==> src/rtl/wide_add_sequencer.sv <==
// wide_add_sequencer
//   Adds two SLICE_W*NUM_SLICES-bit operands plus a carry-in over NUM_SLICES cycles. A single
//   SLICE_W-bit carry-look-ahead slice is reused on each cycle, and the carry between slices is
//   held in a register.
// Ports:
//   clk_i, rst_ni        clock, asynchronous active-low reset
//   valid_i / ready_o    request handshake; a_i, b_i, cin_i are sampled on accept
//   valid_o / ready_i    result handshake; sum_o, cout_o, ovf_o are held while valid_o=1
//   busy_o               high while slices are being added
module wide_add_sequencer #(
    parameter int unsigned SLICE_W    = 32,
    parameter int unsigned NUM_SLICES = 4
) (
    input  logic                          clk_i,
    input  logic                          rst_ni,
    input  logic                          valid_i,
    output logic                          ready_o,
    input  logic [SLICE_W*NUM_SLICES-1:0] a_i,
    input  logic [SLICE_W*NUM_SLICES-1:0] b_i,
    input  logic                          cin_i,
    output logic                          valid_o,
    input  logic                          ready_i,
    output logic [SLICE_W*NUM_SLICES-1:0] sum_o,
    output logic                          cout_o,
    output logic                          ovf_o,
    output logic                          busy_o
);

    localparam int unsigned N      = SLICE_W * NUM_SLICES;
    localparam int unsigned IdxW   = (NUM_SLICES > 1) ? $clog2(NUM_SLICES) : 1;
    localparam int unsigned NumGrp = SLICE_W / 4;

    typedef enum logic [1:0] {StIdle, StRun, StDone} state_e;

    state_e          state_q, state_d;
    logic [N-1:0]    a_q, a_d, b_q, b_d, sum_q, sum_d;
    logic            c_q, c_d, cout_q, cout_d, ovf_q, ovf_d;
    logic [IdxW-1:0] idx_q, idx_d;

    // Shared adder slice
    logic [SLICE_W-1:0] sl_a, sl_b, sl_g, sl_p, sl_sum;
    logic [SLICE_W:0]   sl_c;
    logic [3:0]         gg, pp;
    logic               ci;

    assign sl_a = a_q[idx_q*SLICE_W +: SLICE_W];
    assign sl_b = b_q[idx_q*SLICE_W +: SLICE_W];

    // 4-bit look-ahead groups; group carries chain from one group to the next.
    always_comb begin
        sl_g    = sl_a & sl_b;
        sl_p    = sl_a ^ sl_b;
        sl_c    = '0;
        sl_c[0] = c_q;
        gg      = '0;
        pp      = '0;
        ci      = 1'b0;
        for (int grp = 0; grp < NumGrp; grp++) begin
            gg = sl_g[4*grp +: 4];
            pp = sl_p[4*grp +: 4];
            ci = sl_c[4*grp];
            sl_c[4*grp+1] = gg[0] | (pp[0] & ci);
            sl_c[4*grp+2] = gg[1] | (pp[1] & gg[0]) | (pp[1] & pp[0] & ci);
            sl_c[4*grp+3] = gg[2] | (pp[2] & gg[1]) | (pp[2] & pp[1] & gg[0])
                          | (pp[2] & pp[1] & pp[0] & ci);
            sl_c[4*grp+4] = gg[3] | (pp[3] & gg[2]) | (pp[3] & pp[2] & gg[1])
                          | (pp[3] & pp[2] & pp[1] & gg[0])
                          | (pp[3] & pp[2] & pp[1] & pp[0] & ci);
        end
        sl_sum = sl_p ^ sl_c[SLICE_W-1:0];
    end

    // Next-state logic
    always_comb begin
        state_d = state_q;
        a_d     = a_q;
        b_d     = b_q;
        sum_d   = sum_q;
        c_d     = c_q;
        cout_d  = cout_q;
        ovf_d   = ovf_q;
        idx_d   = idx_q;
        unique case (state_q)
            StIdle: begin
                if (valid_i) begin
                    a_d     = a_i;
                    b_d     = b_i;
                    c_d     = cin_i;
                    idx_d   = '0;
                    state_d = StRun;
                end
            end
            StRun: begin
                sum_d[idx_q*SLICE_W +: SLICE_W] = sl_sum;
                if (idx_q == IdxW'(NUM_SLICES - 1)) begin
                    cout_d  = sl_c[SLICE_W];
                    // The top-slice sum is not in sum_q yet, so its MSB is taken from the adder.
                    ovf_d   = (a_q[N-1] == b_q[N-1]) && (sl_sum[SLICE_W-1] != a_q[N-1]);
                    idx_d   = '0;
                    state_d = StDone;
                end else begin
                    c_d   = sl_c[SLICE_W];
                    idx_d = idx_q + 1'b1;
                end
            end
            StDone: begin
                if (ready_i) begin
                    state_d = StIdle;
                end
            end
            default: state_d = StIdle;
        endcase
    end

    always_ff @(posedge clk_i or negedge rst_ni) begin
        if (!rst_ni) begin
            state_q <= StIdle;
            a_q     <= '0;
            b_q     <= '0;
            sum_q   <= '0;
            c_q     <= 1'b0;
            cout_q  <= 1'b0;
            ovf_q   <= 1'b0;
            idx_q   <= '0;
        end else begin
            state_q <= state_d;
            a_q     <= a_d;
            b_q     <= b_d;
            sum_q   <= sum_d;
            c_q     <= c_d;
            cout_q  <= cout_d;
            ovf_q   <= ovf_d;
            idx_q   <= idx_d;
        end
    end

    assign ready_o = (state_q == StIdle);
    assign busy_o  = (state_q == StRun);
    assign valid_o = (state_q == StDone);
    assign sum_o   = sum_q;
    assign cout_o  = cout_q;
    assign ovf_o   = ovf_q;

endmodule

==> config.mk <==
export PLATFORM = sky130hd
export DESIGN_NAME = wide_add_sequencer
export DESIGN_NICKNAME = d
export VERILOG_FILES = /design/src/rtl/wide_add_sequencer.sv
export SDC_FILE = /design/constraint.sdc
export NUM_CORES = 1
export LEC_CHECK = 0
export CAP_MARGIN = 15
export CORE_ASPECT_RATIO = 1.75
export CORE_MARGIN = 2
export CORE_UTILIZATION = 35
export DETAILED_ROUTE_END_ITERATION = 6
export PLACE_DENSITY = 0.62
export SYNTH_ARGS = -nofsm -noshare
export SYNTH_HDL_FRONTEND = slang
export SYNTH_SLANG_ARGS = --single-unit
==> constraint.sdc <==
create_clock -name clk_i -period 5 [get_ports clk_i]
set_input_delay 0.5 -clock clk_i [delete_from_list [all_inputs] [get_ports clk_i]]
set_output_delay 0.5 -clock clk_i [all_outputs]
set_load 0.03 [all_outputs]
# Word level (Yosys, flattened, before mapping)
# Cells that the tools add are included.
# op_classes
addsub,2
eq_ne,9
shift,4
muxes,11
bitwise_logic,211
n_reduce_logical,8
# ops
op,count
$shiftx A128 B8 Y32,2
$and A1 B1 Y1,128
$bwmux W128,1
$shift A32 B34 Y128 const A,1
$shiftx A32 B34 Y128,1
$or A1 B1 Y1,80
$xor A32 B32 Y32,2
$neg A7 Y34,1
$and A32 B32 Y32,1
$mux W2,5
$pmux W2 S3,1
$reduce_and A2 Y1,3
$reduce_and A3 Y1,2
$eq A2 B2 Y1 const B,2
$ne A2 B1 Y1 const B,2
$ne A2 B2 Y1 const B,2
$pmux W2 S2,1
$add A2 B1 Y2 const B,1
$eq A2 B1 Y1 const B,1
$logic_not A2 Y1,1
$mux W1,2
$pmux W1 S2,1
$reduce_bool A2 Y1,1
$eq A1 B1 Y1,1
other kinds (2),2
# totals
register_bits,391
output_inout_bits,133
wordCells,253

# Longest topological paths before layout
# Gate-level depths: netlist of run 1.
# logic_depth
word_depth,24
depth_mapped,15
depth_no_buf,13

# Least setup slack after synthesis of run 1
# Ideal clock, no wire load.
# synth_path
path_type,register to register
from,register idx_q[0]
to,register sum_q[13] (netlist: sum_o[13])
arrival_ns,4.255
required_ns,4.868
setup_slack_ns,0.613
path_stages_with_launch,16
n_path_buf,2
synth_period_minus_slack_ns,4.387
path_cell_list,dfrtp_1 > clkbuf_1 > buf_1 > mux4_2 > ha_1 > a211oi_1 > o21ai_1 > a21oi_1 > o221ai_1 > a21o_1 > a21o_1 > a21o_1 > a21o_1 > fa_1 > xnor2_1 > o21ai_0
# synth_between
elab_chain_len,24
# synth_rtl
item,line_no,text
start: declaration,38,"logic [IdxW-1:0] idx_q, idx_d;"
start signal: assignment,133,idx_q <= idx_d;
$shiftx A128 B8 Y32 (on tied branches),"46, 47",
$xor A32 B32 Y32 / $and A32 B32 Y32 (equally long branches),"52, 51",
$and A1 B1 Y1 (on tied branches),"66, 67, 68",
"$or A1 B1 Y1, or another cell as far along (2 in a row)",66,sl_c[4*grp+4] = gg[3] | (pp[3] & gg[2]) | (pp[3] & pp[2] & gg[1])
$or A1 B1 Y1 / $and A1 B1 Y1 (equally long branches),"67, 68",
$or A1 B1 Y1,68,| (pp[3] & pp[2] & pp[1] & pp[0] & ci);
$and A1 B1 Y1,68,
$or A1 B1 Y1,68,
[... 7 more ...],n/a,
$or A1 B1 Y1,68,
$and A1 B1 Y1,68,
$or A1 B1 Y1,68,
$and A1 B1 Y1 (on tied branches),"62, 63, 65",
$or A1 B1 Y1 (on tied branches),"62, 63, 65",
$xor A32 B32 Y32,70,sl_sum = sl_p ^ sl_c[SLICE_W-1:0];
$shiftx A32 B34 Y128,94,sum_d[idx_q*SLICE_W +: SLICE_W] = sl_sum;
$bwmux W128 *,94,
end signal: assignment,129,sum_q <= sum_d;
end: declaration,36,"logic [N-1:0] a_q, a_d, b_q, b_d, sum_q, sum_d;"
# Every way passes the cells marked *; elsewhere a longest branch is shown, timed or not.
# A chain may end at the register's enable or synchronous reset.

# Final worst setup path of run 1
# layout_path
from,register idx_q[0]
to,register sum_q[77] (netlist: sum_o[77])
# Same word-level chain as after synthesis.

==> summary.txt, run 1 <==
Status - complete, but fails checks
Failing checks - negative hold slack
Clock transition at path regs - 0.07 ns
PwrDens - 732.7 nW/um^2
Dpl hpwl - 40.88 mm
Vias in the first global route - 14.28k
Crit-path max FO - 15
CTS Root Cell - clkbuf_16
ANT nets after route - 0
Crit. End Element - flip-flop
Setup Viol. Count Final - 0
Die width - 171.9 microns
Layout area overhead - 34.45%
Switching fraction of total power - 0.4411
Asr flop ratio synth - 1.000
Grt met2 use - 0.3665
Leak - 11.11 nW
R2R setup slack - 0.50 ns
Fmax - 0.2222 GHz
Min Clock Period, post-route - 4.500 ns
Initial Util - 0.3543
Drt via density - 4.993
Sequential power share - 0.300
Hold_ws - -0.01500 ns
Cell Area, Placed - 21960 sq um
Largest buffer count on any clock path - 3
Synthesis-stage register bit count - 391
Worst-margin pin slew - 1.203 ns
CP Launch Point - idx_q[0]$_DFFE_PN0P_
Cell accounting for the most synthesized area - dfrtp_1
Routed WL - 54.61 mm
DRT iter0 DRCs - 1041
Net Sw Power - 7.502 mW
CP peak stage delay - 0.63 ns
Tot GR Track Use - 0.2139
Synth Instances - 1694
Crit path cell chain - mux4_2, ha_1, a211oi_1, o21ai_1, a21oi_1, o221ai_1, a21o_1, a21o_1, a21o_1, a21o_1, fa_1, xnor2_1, buf_4, o21ai_0
CTS H-tree depth - 2
IR Drop Worst-Case VDD - 0.3781 mV
Worst setup path endpoint - sum_o[77]$_DFFE_PN0P_
Row count - 107
Logic pwr share - 0.528
Fin. max-slew vios - 0
Synth top area share - 0.5667
DRC - 0
Antenna violations before repair - 6
Clock Skew - 0.008152 ns
Internal power - 9.506 mW
Met1 usage - 0.2593
CTS sink cnt - 391
Final period utilization - 0.9000
Crit Path Class - flip-flop to flip-flop
Number of placed I/O pins - 394
Worst min-delay path category - input port to async pin
Largest net degree at the start of global routing - 113
Clock network fraction of total power - 0.172
Post-CTS Hold Fix Bufs - 0
Max Cap Viol - 0
Die area - 51190 sq um
Sequential share of the synthesized area - 0.5667
Most used DFF post-synth - dfrtp_1
Critical R2R Capture - sum_o[77]$_DFFE_PN0P_
Avg WL per Cell - 19.95 microns
Pre-antenna DRT Iters - 7
Type of origin of the critical path - flip-flop
Setup bufs post-CTS - 0
Post-synth EDFFs - 0
CTS tree - yes
First-pass GRT wire length - 82.74 mm
R2r startpoint - idx_q[0]$_DFFE_PN0P_
Syn Area/Cell - 10.19 sq um
Final Cell Area - 23210 sq um
Final setup TNS - 0 ns
CP max-delay cell - dfrtp_4
Slew margin rel. - 0.1972
Dominant cells by area after synthesis - dfrtp_1 (57%), nand2_1 (18%), mux4_2 (8.3%)
Synth warn - 0
RePlAce Congestion - 0.8410
Met3 GRT Util - 0.02962
FF-to-FF path depth - 14
Via Count - 13.67k
Worst path most repeated cell - a21o_1
Layout cells sized above 1 - 0.08177
CTS Buf Count - 36
Grt total ovfl - 0
Port Buffers - 393
Synthesized area - 17270 sq um
Critical Path RT - 5.39 ns
Clk_lat worst skew - 0.53 ns
RSZ-0062 raised after global routing - false
Die Ht - 297.8 microns
GR peak layer - met2
Syn Nets - 2001
Crit path arrival time - 4.89 ns
Nets@finish - 2360
Core area - 48730 sq um
Yosys cell types - 49
CTS resizes - 0
Final hold violations - 9
[stage by stage]
step,cells,setup WS [ns],power (mW),hold slack [ns],utilization
2_1_floorplan,1694,0.6131,10.68,0.2044,-
3_3_place_gp,2669,0.3282,13.98,0.4516,0.4506
5_1_grt,2737,0.1661,18.20,0.07472,0.4764
3_5_place_dp,2669,0.3975,14.22,0.4573,0.4506
6_report,2737,0.5001,17.01,-0.01500,0.4764
4_1_cts,2733,0.3641,17.20,0.05533,0.4761
[routing by layer]
metal | vias to the layer above | share of wire
met5 | - | 0.00049
met4 | 4 | 0.053
met3 | 115 | 0.052
met2 | 477 | 0.51
met1 | 6750 | 0.39
li1 | 6321 | -
[power groups by stage]
stage / Clock, mW / Combinational [mW] / Sequential (mW)
final: 2.92 / 8.99 / 5.10
after floorplan: 0 / 5.44 / 5.24
after detailed placement: 0 / 9.06 / 5.16
after global placement: 0 / 8.88 / 5.10
after global routing: 3.10 / 9.84 / 5.26
after CTS: 2.99 / 9.10 / 5.11
[critical path: cells and delay by family, from the launching register on]
kind                       cells  cell delay, ns
AOI/OAI and AO/OA              9            1.90
DFF                            1            0.63
buffers and inverters          1            0.21
xor gates and xnor gates       1            0.29
muxes                          1            0.59
adders and majority gates      2            0.72
[synth_stat cells (2+ instances only)]
library cell,number
o21ai_1,2
o221ai_1,2
clkbuf_1,76
dfrtp_1,391
a21o_1,16
a22o_1,88
a21oi_1,10
nor2_1,16
nor4_1,2
nor3_1,2
fa_1,8
and3_1,2
xnor2_1,14
inv_1,13
nor2b_1,3
ha_1,38
nand2b_1,5
xor2_1,7
a31oi_1,3
o21ai_0,47
nand4_1,3
buf_1,16
mux4_2,64
or3_1,3
nand2_1,825
buf_2,3
a211oi_1,3
a211o_1,2
nand3_1,10
[placed cells by master, fill, tap and decap left out, types with 10 or more instances in the layout]
master,n
a21oi_1,10
mux4_2,64
clkdlybuf4s50_1,392
nor2_1,15
a22o_1,88
o21ai_0,47
ha_1,38
clkbuf_16,37
a21o_1,16
dfrtp_1,389
nand2_1,824
xnor2_1,14
buf_4,16
inv_1,13
nand3_1,10
[cell families after synthesis]
group	share of synthesized area
AND/OR/NAND/NOR	0.1970
flip-flops	0.5667
AO/OA/AOI/OAI	0.08044
multiplexers	0.08348
adder cells (fa/ha/maj)	0.03681
buffers and inverters	0.02391
XOR/XNOR	0.01160
[sequential cells by signal, summed over array words and instances (netlist names)]
signal   count
cout_o       1
b_q        128
sum_o      128
ovf_o        1
a_q        128
idx_q        2
c_q          1
state_q      2
[how the worst min path moves through the flow]
| stage | slack (ns) | from | endpoint | cells after the start |
|---|---|---|---|---|
| after floorplan | 0.20 | rst_ni | a_q[0]$_DFFE_PN0P_ | 0 |
| after global placement | 0.45 | a_q[83]$_DFFE_PN0P_ | a_q[83]$_DFFE_PN0P_ | 2 |
| after detailed placement | 0.46 | a_q[82]$_DFFE_PN0P_ | a_q[82]$_DFFE_PN0P_ | 2 |
| after CTS | 0.06 | rst_ni | b_q[65]$_DFFE_PN0P_ | 1 |
| after global routing | 0.07 | rst_ni | a_q[34]$_DFFE_PN0P_ | 1 |
| final | -0.01 | rst_ni | a_q[66]$_DFFE_PN0P_ | 1 |
[area by class of cell]
cell class                      count  area (sq um)
Clock inverter                     19         239.0
Antenna cell                        4         10.01
Fill cell                        4597         25520
Clock buffer                       45          1006
Timing Repair Buffer              416          4199
Inverter                           14         52.55
Tap cell                          654         818.3
Sequential cell                   391          9792
Multi-Input combinational cell   1194          7097
No activity file was read; power rests on OpenSTA's default activity.
==> inputs of run 2 (changes only) <==
CAP_MARGIN = 20   (was 15)
==> summary.txt, run 2 (same netlist as run 1, synthesis figures left out) <==
CTS Buf Count - 37 (+2.8%)
Port Buffers - 393 (unchanged)
Tot GR Track Use - 0.2153 (+0.001411)
Place WS - 0.3748 ns (-0.02265 ns)
Die Ht - 297.8 microns (unchanged)
DRT iter0 DRCs - 953 (-8.5%)
Initial Util - 0.3543 (unchanged)
Layout area overhead - 34.85%
RSZ-0062 raised after global routing - false
Fillers - 4572 (-0.54%)
Crit-path max FO - 15 (unchanged)
First-pass GRT wire length - 83.61 mm (+1.1%)
Grt total ovfl - 0 (unchanged)
Clk_lat worst skew - 0.54 ns (about the same)
IR Drop Worst-Case VDD - 0.4031 mV (+6.6%)
Clock transition at path regs - 0.07 ns (about the same)
Worst setup path endpoint - sum_o[13]$_DFFE_PN0P_
Setup bufs post-CTS - 0 (unchanged)
Status - complete, but fails checks
Die width - 171.9 microns (unchanged)
RePlAce Congestion - 0.8410 (unchanged)
Crit Path Class - flip-flop to flip-flop
Pre-antenna DRT Iters - 4 (-3)
Slew margin rel. - 0.3854 (+0.1882)
R2r startpoint - idx_q[0]$_DFFE_PN0P_
CTS Root Cell - clkbuf_16
CTS tree - yes
Cell Area, Placed - 21970 sq um (about the same)
Crit path arrival time - 4.95 ns (+0.06 ns)
Worst-margin pin slew - 0.9219 ns (-0.2810 ns)
Critical R2R Capture - sum_o[13]$_DFFE_PN0P_
Routed WL - 54.90 mm (+0.52%)
CTS sink cnt - 391 (unchanged)
Core area - 48730 sq um (unchanged)
Dpl hpwl - 40.86 mm (about the same)
Drt via density - 4.962 (-0.62%)
Antenna violations before repair - 5 (-1)
Layout cells sized above 1 - 0.08217 (+0.0004020)
Worst setup margin - 0.4625 ns (-0.03763 ns)
Hold_ws - -0.01880 ns (-0.003801 ns)
Post-CTS Hold Fix Bufs - 0 (unchanged)
Crit. End Element - flip-flop
Final period utilization - 0.9075 (+0.007527)
Row count - 107 (unchanged)
CTS resizes - 0 (unchanged)
R2R setup slack - 0.46 ns (-0.04 ns)
Number of placed I/O pins - 394 (unchanged)
Setup Viol. Count Final - 0 (unchanged)
Multi-input gate area - 7097 sq um (unchanged)
Vias in the first global route - 14.38k (+0.69%)
Critical Path RT - 5.41 ns (+0.02 ns)
Final hold violations - 8 (-1)
Largest net degree at the start of global routing - 113 (unchanged)
Fmax - 0.2204 GHz (-0.83%)
Final Cell Area - 23280 sq um (+0.30%)
Final setup TNS - 0 ns (unchanged)
Commonest cells after routing, fill and taps aside - nand2_1 (824), clkdlybuf4s50_1 (392), dfrtp_1 (389)
Die area - 51190 sq um (unchanged)
Leading cell type in the layout, fill and taps excluded - nand2_1
Pwr Total - 17.04 mW (+0.21%)
Avg WL per Cell - 20.05 microns (+0.49%)
Placed Instances - 2670 (+0.037%)
Failing checks - negative hold slack
Clock Skew - 0.02259 ns (+0.01444 ns)
Leak - 11.14 nW (+0.26%)
PwrDens - 732.0 nW/um^2 (about the same)
Worst min-delay path category - input port to async pin
Via Count - 13.59k (-0.59%)
Non-filler cells, final - 2738 (+0.037%)
Max Cap Viol - 0 (unchanged)
Type of origin of the critical path - flip-flop
CTS H-tree depth - 2 (unchanged)
Largest buffer count on any clock path - 3 (unchanged)
ANT nets after route - 0 (unchanged)
Reg area - 9792 sq um (unchanged)
Fin util - 0.4778 (+0.001412)
CP Launch Point - idx_q[0]$_DFFE_PN0P_
DRC - 0 (unchanged)
FF-to-FF path depth - 14 (unchanged)
Fin. max-slew vios - 0 (unchanged)
Nets@finish - 2362 (+0.085%)
Min Clock Period, post-route - 4.538 ns (+0.03763 ns)
run 2: cell types whose count changed in the layout (fill, tap and decap cells not counted), sizes merged:
cell    previous run  this run
buf               24        25
clkinv            11         7
inv               14        15
clkbuf            45        49
diode              4         3
run 2: layer usage:
metal	part of all wire	GRT usage	vias to the layer above
met5	0.00042	0	-
met4	0.046	0.09864	4
met3	0.049	0.03201	107
met2	0.52	0.3779	441
li1	-	-	6332
met1	0.39	0.2575	6703
run 2: how the worst min path moves through the flow:
stage | start | to | slack [ns] | cells past startpoint
5_1_grt | rst_ni | a_q[33]$_DFFE_PN0P_ | 0.07 | 1
4_1_cts | rst_ni | a_q[2]$_DFFE_PN0P_ | 0.05 | 1
3_3_place_gp | a_q[83]$_DFFE_PN0P_ | a_q[83]$_DFFE_PN0P_ | 0.45 | 2
3_5_place_dp | a_q[82]$_DFFE_PN0P_ | a_q[82]$_DFFE_PN0P_ | 0.46 | 2
6_report | rst_ni | a_q[66]$_DFFE_PN0P_ | -0.02 | 1
2_1_floorplan | rst_ni | a_q[0]$_DFFE_PN0P_ | 0.20 | 0
run 2: area by class of cell:
type / count / share of cell area
antenna: 3 / 0.0003224
inverter: 14 / 0.002257
tap: 654 / 0.03515
sequential: 391 / 0.4206
clock inverter: 16 / 0.009781
timing repair buffer: 417 / 0.1810
multi-input combinational: 1194 / 0.3048
clock buffer: 49 / 0.04611
run 2: report_power, final:
group	total (mW)	switching (mW)	internal, mW
Sequential	5.10	0.727	4.38
Combinational	8.92	5.49	3.43
Clock	3.02	1.24	1.78
run 2: worst max-delay path: stages, from the launching register on:
cell and delay [ns]:
dfrtp_4 0.63, mux4_2 0.60, ha_1 0.34, a211oi_1 0.32, o21ai_1 0.21, a21oi_1 0.23, o221ai_1 0.23, a21o_1 0.24
a21o_1 0.20, a21o_1 0.21, a21o_1 0.19, fa_1 0.38, xnor2_1 0.32, buf_4 0.21, o21ai_0 0.09
